==> src/rtl/usb_phy_tx.sv <==
// usb_phy_tx: bit-level USB transmitter (LS/FS/HS).
// Takes packet bytes over a valid/ready handshake. Sends SYNC, then the
// bytes NRZI-encoded LSB first with bit stuffing, then an EOP of SE0 and
// J slots. One bit slot advances per clk cycle with bit_en high.
//
// Ports:
//   clk, rst          clock and asynchronous active-high reset
//   bit_en            bit-slot strobe
//   tx_data/valid/last  byte stream in; tx_ready is combinational
//   line_state        registered bus state (SE0=00, J=01, K=10)
//   tx_oe, busy       registered output enable and packet-in-progress flag
//   underrun          one-clk pulse when a byte was missing mid-packet
//
// The state register describes the slot currently on the line. Each
// bit_en edge ends that slot and computes the next one.
module usb_phy_tx #(
    parameter int SYNC_LEN     = 8,
    parameter int STUFF_BITS_N = 6,
    parameter int EOP_SE0_N    = 2,
    parameter int EOP_J_N      = 1
) (
    input  logic       clk,
    input  logic       rst,
    input  logic       bit_en,
    input  logic [7:0] tx_data,
    input  logic       tx_valid,
    input  logic       tx_last,
    output logic       tx_ready,
    output logic [1:0] line_state,
    output logic       tx_oe,
    output logic       busy,
    output logic       underrun
);
    localparam logic [1:0] LS_SE0    = 2'b00;
    localparam logic [1:0] LS_J      = 2'b01;
    localparam logic [1:0] LS_K      = 2'b10;
    localparam logic [4:0] SYNC_LAST = 5'(SYNC_LEN - 1);
    localparam logic [4:0] SE0_LAST  = 5'(EOP_SE0_N - 1);
    localparam logic [4:0] J_LAST    = 5'(EOP_J_N - 1);
    localparam logic [3:0] STUFF_N   = 4'(STUFF_BITS_N);

    typedef enum logic [2:0] {
        S_IDLE, S_SYNC, S_DATA, S_STUFF, S_EOP_SE0, S_EOP_J
    } state_t;

    state_t     state_q, state_d;
    logic [4:0] cnt_q, cnt_d;
    logic [1:0] line_q, line_d;
    logic       oe_q, oe_d;
    logic       busy_q, busy_d;
    logic       underrun_q, underrun_d;
    logic [3:0] ones_q, ones_d;
    logic [7:0] shift_q, shift_d;
    logic [3:0] nbits_q, nbits_d;   // data bits still waiting in the shifter
    logic       last_q, last_d;     // final byte already accepted

    logic       load_slot;
    logic [1:0] line_tog;
    logic [7:0] sh_v;
    logic [3:0] nb_v;

    // A byte is taken while the last SYNC bit or the last bit of a
    // non-final byte is on the line.
    assign load_slot = (state_q == S_SYNC && cnt_q == SYNC_LAST) ||
                       (state_q == S_DATA && nbits_q == 4'd0 && !last_q);
    assign tx_ready  = bit_en && load_slot && !rst;
    assign line_tog  = (line_q == LS_K) ? LS_J : LS_K;

    always_ff @(posedge clk or posedge rst) begin
        if (rst) begin
            state_q    <= S_IDLE;
            cnt_q      <= 5'd0;
            line_q     <= LS_J;
            oe_q       <= 1'b0;
            busy_q     <= 1'b0;
            underrun_q <= 1'b0;
            ones_q     <= 4'd0;
            shift_q    <= 8'd0;
            nbits_q    <= 4'd0;
            last_q     <= 1'b0;
        end else begin
            state_q    <= state_d;
            cnt_q      <= cnt_d;
            line_q     <= line_d;
            oe_q       <= oe_d;
            busy_q     <= busy_d;
            underrun_q <= underrun_d;
            ones_q     <= ones_d;
            shift_q    <= shift_d;
            nbits_q    <= nbits_d;
            last_q     <= last_d;
        end
    end

    always_comb begin
        state_d    = state_q;
        cnt_d      = cnt_q;
        line_d     = line_q;
        oe_d       = oe_q;
        busy_d     = busy_q;
        underrun_d = 1'b0;
        ones_d     = ones_q;
        shift_d    = shift_q;
        nbits_d    = nbits_q;
        last_d     = last_q;
        sh_v       = shift_q;
        nb_v       = nbits_q;

        if (bit_en) begin
            case (state_q)
                S_IDLE: begin
                    if (tx_valid) begin
                        state_d = S_SYNC;
                        cnt_d   = 5'd0;
                        line_d  = line_tog;
                        oe_d    = 1'b1;
                        busy_d  = 1'b1;
                        ones_d  = 4'd0;
                        nbits_d = 4'd0;
                        last_d  = 1'b0;
                    end
                end
                S_SYNC, S_DATA, S_STUFF: begin
                    if (state_q == S_SYNC && cnt_q != SYNC_LAST) begin
                        cnt_d = cnt_q + 5'd1;
                        if (cnt_q + 5'd1 == SYNC_LAST) begin
                            // closing SYNC one starts the ones count
                            ones_d = 4'd1;
                        end else begin
                            line_d = line_tog;
                        end
                    end else if (load_slot && !tx_valid) begin
                        // underrun ends the packet without a pending stuff bit
                        underrun_d = 1'b1;
                        state_d    = S_EOP_SE0;
                        cnt_d      = 5'd0;
                        line_d     = LS_SE0;
                    end else begin
                        if (load_slot) begin
                            sh_v   = tx_data;
                            nb_v   = 4'd8;
                            last_d = tx_last;
                        end
                        shift_d = sh_v;
                        nbits_d = nb_v;
                        if (ones_q == STUFF_N) begin
                            state_d = S_STUFF;
                            line_d  = line_tog;
                            ones_d  = 4'd0;
                        end else if (nb_v == 4'd0) begin
                            state_d = S_EOP_SE0;
                            cnt_d   = 5'd0;
                            line_d  = LS_SE0;
                        end else begin
                            state_d = S_DATA;
                            shift_d = sh_v >> 1;
                            nbits_d = nb_v - 4'd1;
                            if (sh_v[0]) begin
                                ones_d = ones_q + 4'd1;
                            end else begin
                                line_d = line_tog;
                                ones_d = 4'd0;
                            end
                        end
                    end
                end
                S_EOP_SE0: begin
                    if (cnt_q == SE0_LAST) begin
                        state_d = S_EOP_J;
                        cnt_d   = 5'd0;
                        line_d  = LS_J;
                    end else begin
                        cnt_d = cnt_q + 5'd1;
                    end
                end
                S_EOP_J: begin
                    if (cnt_q == J_LAST) begin
                        state_d = S_IDLE;
                        oe_d    = 1'b0;
                        busy_d  = 1'b0;
                    end else begin
                        cnt_d = cnt_q + 5'd1;
                    end
                end
                default: state_d = S_IDLE;
            endcase
        end
    end

    assign line_state = line_q;
    assign tx_oe      = oe_q;
    assign busy       = busy_q;
    assign underrun   = underrun_q;
endmodule

==> config.mk <==
export PLATFORM = sky130hd
export DESIGN_NAME = usb_phy_tx
export DESIGN_NICKNAME = d
export VERILOG_FILES = /design/src/rtl/usb_phy_tx.sv
export SDC_FILE = /design/constraint.sdc
export NUM_CORES = 1
export LEC_CHECK = 0
export CELL_PAD_IN_SITES_DETAIL_PLACEMENT = 0
export CELL_PAD_IN_SITES_GLOBAL_PLACEMENT = 1
export CORE_MARGIN = 2
export CORE_UTILIZATION = 45
export CTS_CLUSTER_DIAMETER = 40
export DETAILED_ROUTE_END_ITERATION = 8
export PLACE_DENSITY_LB_ADDON = 0.1
export SLEW_MARGIN = 30
export SYNTH_ARGS = -nofsm -noshare
export SYNTH_HDL_FRONTEND = slang
export SYNTH_SLANG_ARGS = --single-unit
==> constraint.sdc <==
create_clock -name clk -period 4.4 [get_ports clk]
set_clock_uncertainty 0.2 [all_clocks]
set_input_delay 1.32 -clock clk [delete_from_list [all_inputs] [get_ports clk]]
set_output_delay 1.32 -clock clk [all_outputs]
set_load 0.02 [all_outputs]
==> out/metrics.cfg, run 1 <==
[placement]
hpwl_um = 3660
place_congestion = 0.815
io_buffers = 18

[clock_tree]
clk-insertion-delay-late_ns = 0.29
h-tree-depth = 2
clkTransAtPathRegs_ns = 0.06
numCtsBuffers = 5
cts_resized = 0
post_cts_buffers = 0
ctsHoldBuffers = 0
cts_root_buf = clkbuf_8
cts_tree = built
clock_sinks = 29
cts_buffer_depth = 2

[timing]
worstMarginPinSlew_ns = 0.774
max_freq_mhz = 242
setup_tns_ns = 0
holdWs_ns = 0.306
min_period_over_period = 0.940
report.final.hold_viol_count = 0
slew_headroom = 0.471
final.min_clock_period_ns = 4.14
rsz0062_at_grt = false
finalSetupViolations = 0
maxSlewViolCount = 0

[grt]
grt_first_pass_wirelength_um = 8320
grt-ovfl-total = 0
grt_antenna_before_repair = 0
grt_max_degree = 30
grt_use_total = 0.202
grt_pass1_vias = 1683

[layout]
utilization = 0.537
layout_commonest_cell = dfrtp_1
final_nets = 272
layout-drive-gt1-share = 0.162
layout_common_cells = 28 x dfrtp_1, 20 x o21ai_0, 18 x clkdlybuf4s50_1
area_delta_synth_final_pct = 15.7
antennaDiodeCount = 0

[min_path]
min_path_type = flip-flop to flip-flop

[detailed_routing]
dr.first_iter.drc_count = 173
vias = 1799
routed_wirelength_um = 5020
vias_per_cell = 5.86
route.antenna.remaining_nets = 0
post_drt_wl_per_cell_um = 16.4
drt-pass1-iter-count = 4
drc = 0

[yosys]
synth_edf_count = 0
syn_area_mm2 = 0.00218
syn_avg_cell_area_um2 = 9.35
synth_ff_type = dfrtp_1
synth_fp_nets = 253
ys_ff_latch = 29
ys_seq_area_frac = 0.334
ys_warn_count = 0
yosysUniqueCellTypes = 64
syn_inst = 233
async_reset_ff_frac = 1.00

[pwr]
power_leakage_uw = 0.00111
ir_drop_mv = 0.275
power_density_mw_per_mm2 = 666

[floorplan]
die_width_um = 73.6
initial_core_util = 0.464
boundaryPins = 19
core_area_mm2 = 0.00469
fp.dieArea_mm2 = 0.00541
chipHeight_um = 73.6
fp-row-count = 25

[critical_path]
critPathArrivalTime_ns = 2.62
end_kind = output pin
critPathLaunchType = input pin
crit_type = input pin to output pin
crit_fanout = 2
crit_required_ns = 2.88

[outcome]
status = completed

[flow_run]
max_cap_viol_count = 0

## worst paths after layout
| path | endpoint | cells past startpoint | slack [ns] | from |
|---|---|---|---|---|
| max reg2reg | state_q[2] | 10 | 0.96 | state_q[2] |
| max in group asynchronous | line_state[0] | 3 | 2.39 | rst |
| min reg2reg | shift_q[7] | 1 | 0.31 | shift_q[7] |
| min | shift_q[7] | 1 | 0.31 | shift_q[7] |
| max | tx_ready | 3 | 0.26 | bit_en |
| min in group asynchronous | cnt_q[1] | 3 | 1.28 | rst |
## per-layer routing
metal / GRT usage / share of wire / vias to the layer above
met2: 0.310 / 0.44 / 23
met4: 0.0606 / 0.012 / 0
met3: 0.0412 / 0.028 / 5
li1: - / - / 910
met1: 0.288 / 0.52 / 861
met5: 0 / 0 / -
## flip-flops by register name, summed over array words and instances (netlist names)
signal,count
nbits_q,4
underrun,1
cnt_q,5
shift_q,8
ones_q,4
last_q,1
line_state,2
busy,1
state_q,3
## per-stage QoR
step / cell area (um2) / cells / total power [uW] / worst slack (ns)
2_1_floorplan: 2180 / 233 / 1200 / 0.552
3_3_place_gp: 2410 / 299 / 1430 / 0.238
3_5_place_dp: 2410 / 299 / 1430 / 0.245
4_1_cts: 2520 / 307 / 1680 / 0.245
5_1_grt: 2520 / 307 / 1810 / 0.160
6_report: 2520 / 307 / 1680 / 0.262
## kinds of logic after synthesis
logic type / after synthesis / synth area share
muxes: 28 / 0.149
and+or+nand+nor: 72 / 0.191
DFF: 29 / 0.334
adders and majority gates: 7 / 0.0402
AOI/OAI and AO/OA: 68 / 0.225
xor gates and xnor gates: 1 / 0.00402
buffers and inverters: 28 / 0.0574
## area by class of cell
type,count,area (um2)
Fill cell,444,2170
Tap cell,54,67.6
Clock buffer,7,96.3
Timing Repair Buffer,25,233
Multi-Input combinational cell,176,1340
Clock inverter,1,5.00
Inverter,15,56.3
Sequential cell,29,727
## synthesized netlist by cell type, types with 6 or more instances
library cell / n / share of area
ha_1: 7 / 0.040
mux2i_1: 15 / 0.069
a21oi_1: 9 / 0.021
inv_1: 15 / 0.026
dfrtp_1: 28 / 0.32
nand3_1: 9 / 0.021
clkbuf_1: 6 / 0.010
nor2_1: 9 / 0.016
mux2_2: 7 / 0.036
nand2_1: 16 / 0.028
nor2b_1: 6 / 0.017
o21ai_0: 20 / 0.046
## power breakdown
part	total, uW	switching (uW)	internal, uW
clock network	250	109	141
registers	454	98.2	356
logic	975	535	440
## worst max-delay path, cell delays in order
cell and delay (ns):
clkdlybuf4s50_1 0.50, and3_1 0.19, clkdlybuf4s50_1 0.61
(Power assumes the default switching activity.)
==> run 2: changes to the inputs <==
--- a/config.mk
+++ b/config.mk
@@ -12,7 +12,6 @@
 export CTS_CLUSTER_DIAMETER = 40
 export DETAILED_ROUTE_END_ITERATION = 8
 export PLACE_DENSITY_LB_ADDON = 0.1
-export SLEW_MARGIN = 30
 export SYNTH_ARGS = -nofsm -noshare
 export SYNTH_HDL_FRONTEND = slang
 export SYNTH_SLANG_ARGS = --single-unit
==> out/metrics.cfg, run 2 (synthesis gave the netlist of run 1 again) <==
[floorplan]
fp-row-count = 25  ; unchanged
initial_core_util = 0.464  ; unchanged
die_width_um = 73.6  ; unchanged
boundaryPins = 19  ; unchanged
core_area_mm2 = 0.00469  ; unchanged
fp.dieArea_mm2 = 0.00541  ; unchanged
chipHeight_um = 73.6  ; unchanged

[critical_path]
max_stage_delay_ns = 0.61  ; about the same
cp_num_buf_inv = 3  ; +1
crit_type = input pin to output pin
critPathArrivalTime_ns = 2.62  ; about the same
crit_fanout = 2  ; unchanged
path_delay_family = buffers and inverters
path_cells = clkdlybuf4s50_1 -> inv_1 -> and3_1 -> clkdlybuf4s50_1
slowest_stage = clkdlybuf4s50_1
end_kind = output pin
critPathLaunchType = input pin
crit_required_ns = 2.88  ; about the same
path_common_cell = clkdlybuf4s50_1

[layout]
area_delta_synth_final_pct = 15.5
reg_top3 = shift_q (8), cnt_q (5)
layout_common_cells = 28 x dfrtp_1, 20 x o21ai_0, 18 x clkdlybuf4s50_1
fill_cells = 444  ; unchanged
antennaDiodeCount = 0  ; unchanged
largest_reg_flops = 8  ; unchanged
utilization = 0.536  ; -0.000800
layout-drive-gt1-share = 0.158  ; -0.00395
layout_commonest_cell = dfrtp_1
final_nets = 272  ; unchanged
top_register = shift_q

[detailed_routing]
wl_met1_um = 2580  ; -0.89%
drc = 0  ; unchanged
routed_wirelength_um = 4990  ; -0.58%
top_layer = met4
dr.first_iter.drc_count = 168  ; -2.9%
post_drt_wl_per_cell_um = 16.3  ; -0.58%
vias_per_cell = 5.84  ; -0.39%
wl_met2_um = 2210  ; -0.50%
route.antenna.remaining_nets = 0  ; unchanged
vias = 1792  ; -0.39%
drt-pass1-iter-count = 4  ; unchanged
met3_length_um = 149  ; +4.9%

[timing]
finalSetupViolations = 0  ; unchanged
setup_tns_ns = 0  ; unchanged
min_period_over_period = 0.942  ; +0.00113
final.min_clock_period_ns = 4.14  ; +0.00495 ns
max_freq_mhz = 241  ; -0.12%
slew_headroom = 0.319  ; -0.152
report.final.hold_viol_count = 0  ; unchanged
maxSlewViolCount = 0  ; unchanged
rsz0062_at_grt = false
worstMarginPinSlew_ns = 1.02  ; +0.246 ns

[clock_tree]
cts_buffer_depth = 2  ; unchanged
cts_tree = built
post_cts_buffers = 0  ; unchanged
ctsHoldBuffers = 0  ; unchanged
clk-insertion-delay-late_ns = 0.29  ; about the same
h-tree-depth = 2  ; unchanged
cts_resized = 0  ; unchanged
cts_root_buf = clkbuf_8
clock_sinks = 29  ; unchanged
numCtsBuffers = 5  ; unchanged
clkTransAtPathRegs_ns = 0.06  ; about the same

[pwr]
ir_drop_mv = 0.267  ; -2.7%
switching_share = 0.441  ; -0.00129
power_leakage_uw = 0.00111  ; about the same
p_int_uw = 935  ; -0.14%
power_density_mw_per_mm2 = 665  ; -0.22%
power_frac_seq = 0.271  ; about the same
p_comb_frac = 0.580  ; about the same
p_clk_frac = 0.149  ; about the same
p_sw_uw = 737  ; -0.66%

[outcome]
status = completed

[grt]
grt-ovfl-total = 0  ; unchanged
grt_use_total = 0.202  ; unchanged
grt_first_pass_wirelength_um = 8320  ; unchanged
grt_antenna_before_repair = 0  ; unchanged
grt_pass1_vias = 1683  ; unchanged
grt_max_degree = 30  ; unchanged

[placement]
io_buffers = 18  ; unchanged
hpwl_um = 3660  ; unchanged
place_congestion = 0.815  ; unchanged

[min_path]
min_path_type = flip-flop to flip-flop

[flow_run]
max_cap_viol_count = 0  ; unchanged

## run 2: cell counts in the layout (fill, tap and decap cells not counted)
No cell type changed its count.
## run 2: layer usage
layer,vias to the layer above,track usage
met5,-,0
met3,5,0.0412
met1,849,0.288
met4,0,0.0606
li1,909,-
met2,29,0.310
## run 2: metrics by stage
stage,power [uW],cell area [um2],hold WS (ns),std cells,worst slack (ns)
finish,1670,2520,0.306,307,0.257
detailed placement,1430,2410,0.296,299,0.245
global route,1810,2520,0.319,307,0.160
floorplan,1200,2180,0.280,233,0.552
CTS,1680,2520,0.310,307,0.245
global placement,1430,2410,0.288,299,0.238
## run 2: area by class of cell
type | count | area [um2] | share of cell area
Sequential cell | 29 | 727 | 0.289
Tap cell | 54 | 67.6 | 0.0269
Inverter | 15 | 56.3 | 0.0224
Multi-Input combinational cell | 176 | 1330 | 0.529
Clock inverter | 1 | 5.00 | 0.00199
Clock buffer | 7 | 96.3 | 0.0383
Timing Repair Buffer | 25 | 233 | 0.0925
## run 2: path summary, 6_finish.rpt
path	startpoint	to	slack (ns)	cells past startpoint
worst min register to register	shift_q[7]	shift_q[7]	0.31	1
max in group asynchronous	rst	line_state[0]	2.39	3
worst max-delay path	rst	tx_ready	0.26	4
worst max register to register	cnt_q[0]	shift_q[6]	1.00	9
worst min-delay path	shift_q[7]	shift_q[7]	0.31	1
min in group asynchronous	rst	cnt_q[1]	1.29	3
## run 2: power by group through the flow
stage               sequential (uW)  clock, uW  combinational (uW)
finish                          453        249                 970
detailed placement              457          0                 970
global route                    473        264                1070
floorplan                       432          0                 769
CTS                             453        253                 974
global placement                456          0                 974
==> run 3: changes to the inputs <==
--- a/config.mk
+++ b/config.mk
@@ -8,10 +8,11 @@
 export CELL_PAD_IN_SITES_DETAIL_PLACEMENT = 0
 export CELL_PAD_IN_SITES_GLOBAL_PLACEMENT = 1
 export CORE_MARGIN = 2
-export CORE_UTILIZATION = 45
-export CTS_CLUSTER_DIAMETER = 40
+export CORE_UTILIZATION = 40
+export CTS_CLUSTER_DIAMETER = 50
 export DETAILED_ROUTE_END_ITERATION = 8
 export PLACE_DENSITY_LB_ADDON = 0.1
+export SKIP_CTS_REPAIR_TIMING = 1
 export SYNTH_ARGS = -nofsm -noshare
 export SYNTH_HDL_FRONTEND = slang
 export SYNTH_SLANG_ARGS = --single-unit
==> constraint.sdc (replaced) <==
create_clock -name clk -period 3.4 [get_ports clk]
set_clock_uncertainty 0.2 [all_clocks]
set_input_delay 1.02 -clock clk [delete_from_list [all_inputs] [get_ports clk]]
set_output_delay 1.02 -clock clk [all_outputs]
set_load 0.02 [all_outputs]
==> out/metrics.cfg, run 3 (synthesis gave the netlist of run 1 again) <==
[outcome]
status = completed

[grt]
grt_pass1_vias = 1838  ; +9.2%
grt_max_degree = 30  ; unchanged
grt_first_pass_wirelength_um = 9130  ; +9.7%
grt_use_total = 0.191  ; -0.0113
grt_antenna_before_repair = 0  ; unchanged
grt-ovfl-total = 0  ; unchanged

[floorplan]
boundaryPins = 19  ; unchanged
fp.dieArea_mm2 = 0.00605  ; +12%
chipHeight_um = 77.8  ; +5.7%
core_area_mm2 = 0.00517  ; +10%
fp-row-count = 26  ; +4.0%
die_width_um = 77.8  ; +5.7%
initial_core_util = 0.421  ; -0.0431

[detailed_routing]
drt-pass1-iter-count = 4  ; unchanged
drc = 0  ; unchanged
post_drt_wl_per_cell_um = 15.7  ; -3.5%
vias_per_cell = 5.62  ; -3.7%
route.antenna.remaining_nets = 0  ; unchanged
routed_wirelength_um = 5310  ; +6.3%
dr.first_iter.drc_count = 99  ; -41%
vias = 1900  ; +6.0%

[timing]
finalSetupViolations = 0  ; unchanged
min_period_over_period = 0.927
max_freq_mhz = 317
report.final.hold_viol_count = 0  ; unchanged
rsz0062_at_grt = false
maxSlewViolCount = 0  ; unchanged
final.min_clock_period_ns = 3.15
slew_headroom = 0.427  ; +0.109
worstMarginPinSlew_ns = 0.837  ; -0.183 ns

[pwr]
power_leakage_uw = 0.00121  ; +9.0%
power_frac_seq = 0.242  ; -0.029
p_clk_frac = 0.162  ; +0.013
p_sw_uw = 976  ; +33%
p_int_uw = 1340  ; +43%
p_comb_frac = 0.595  ; +0.015
switching_share = 0.422  ; -0.0184
ir_drop_mv = 0.352  ; +32%
power_density_mw_per_mm2 = 863  ; +30%

[placement]
placed_area_mm2 = 0.00255  ; +5.5%
hpwl_um = 3960  ; +8.1%
io_buffers = 18  ; unchanged
place_congestion = 0.812  ; -0.40%
dp.cells = 330  ; +10%

[layout]
ff_latch_area_um2 = 727  ; unchanged
final_cell_count_no_fill = 338  ; +10%
top_register = shift_q
antennaDiodeCount = 0  ; unchanged
fill_cells = 488  ; +9.9%
utilization = 0.518  ; -0.0184
final_cell_area_mm2 = 0.00268  ; +6.5%
final_nets = 287  ; +5.5%
reg_top3 = shift_q (8), cnt_q (5)
area_delta_synth_final_pct = 23.0
multi_input_area_mm2 = 0.00134  ; +0.66%
layout_common_cells = 28 x dfrtp_1, 22 x buf_4, 20 x o21ai_0
largest_reg_flops = 8  ; unchanged
layout-drive-gt1-share = 0.213  ; +0.0546
layout_commonest_cell = dfrtp_1

[critical_path]
max_stage_delay_ns = 0.50  ; -0.11 ns
crit_type = input pin to output pin
path_cells = clkdlybuf4s50_1 -> and3_1 -> dlymetal6s2s_1
crit_required_ns = 2.18  ; -0.70 ns
crit_fanout = 2  ; unchanged
end_kind = output pin
r2r-start = nbits_q[1]
slowest_stage = clkdlybuf4s50_1
critPathLaunchType = input pin
critPathArrivalTime_ns = 1.93  ; -0.69 ns
crit_start = bit_en

[clock_tree]
clkTransAtPathRegs_ns = 0.07  ; about the same
cts_tree = built
clk-insertion-delay-late_ns = 0.29  ; about the same
cts_buffer_depth = 2  ; unchanged
h-tree-depth = 2  ; unchanged
cts_root_buf = clkbuf_8
numCtsBuffers = 5  ; unchanged
clock_sinks = 29  ; unchanged

[min_path]
min_path_type = flip-flop to flip-flop
hold_start = shift_q[7]

[flow_run]
max_cap_viol_count = 0  ; unchanged

[run 3: final cells by class]
class / instances / area share
clock buffers: 6 / 0.0308
clock inverters: 2 / 0.0140
inverters: 15 / 0.0210
multi-input cells: 176 / 0.500
flip-flops and latches: 29 / 0.271
well taps: 70 / 0.0327
repair buffers: 40 / 0.130
[run 3: final timing paths]
| kind | to | slack [ns] | cells after the start |
|---|---|---|---|
| worst max-delay path | tx_ready | 0.25 | 3 |
| worst min-delay path | shift_q[7] | 0.31 | 1 |
| worst max register to register | state_q[2] | 0.33 | 9 |
| worst min register to register | shift_q[7] | 0.31 | 1 |
| max in group asynchronous | line_state[0] | 1.71 | 3 |
| min in group asynchronous | ones_q[2] | 0.96 | 3 |
[run 3: layer usage]
metal | track usage | wire, um | part of all wire
met2 | 0.274 | 2390 | 0.45
met1 | 0.280 | 2690 | 0.51
met4 | 0.0768 | 102 | 0.019
met5 | 0 | 0 | 0
met3 | 0.0360 | 132 | 0.025
[run 3: power by group through the flow]
stage                     clock [uW]  sequential (uW)  combinational, uW
after floorplan                    0              559                995
after global placement             0              561               1370
after detailed placement           0              564               1370
after CTS                        385              558               1380
after global routing             406              577               1530
final                            375              560               1380
[run 3: worst max-delay path, delay by kind of cell]
family        cells  cell delay, ns
buf+inv           2            0.73
simple gates      1            0.18
[run 3: through the flow]
step	hold slack, ns	setup slack [ns]	setup TNS, ns	power (uW)
global route	0.317	0.147	0	2520
global placement	0.288	-0.150	-0.150	1930
floorplan	0.280	0.0857	0	1550
finish	0.310	0.248	0	2310
CTS	0.312	-0.152	-0.152	2320
detailed placement	0.296	-0.155	-0.155	1940
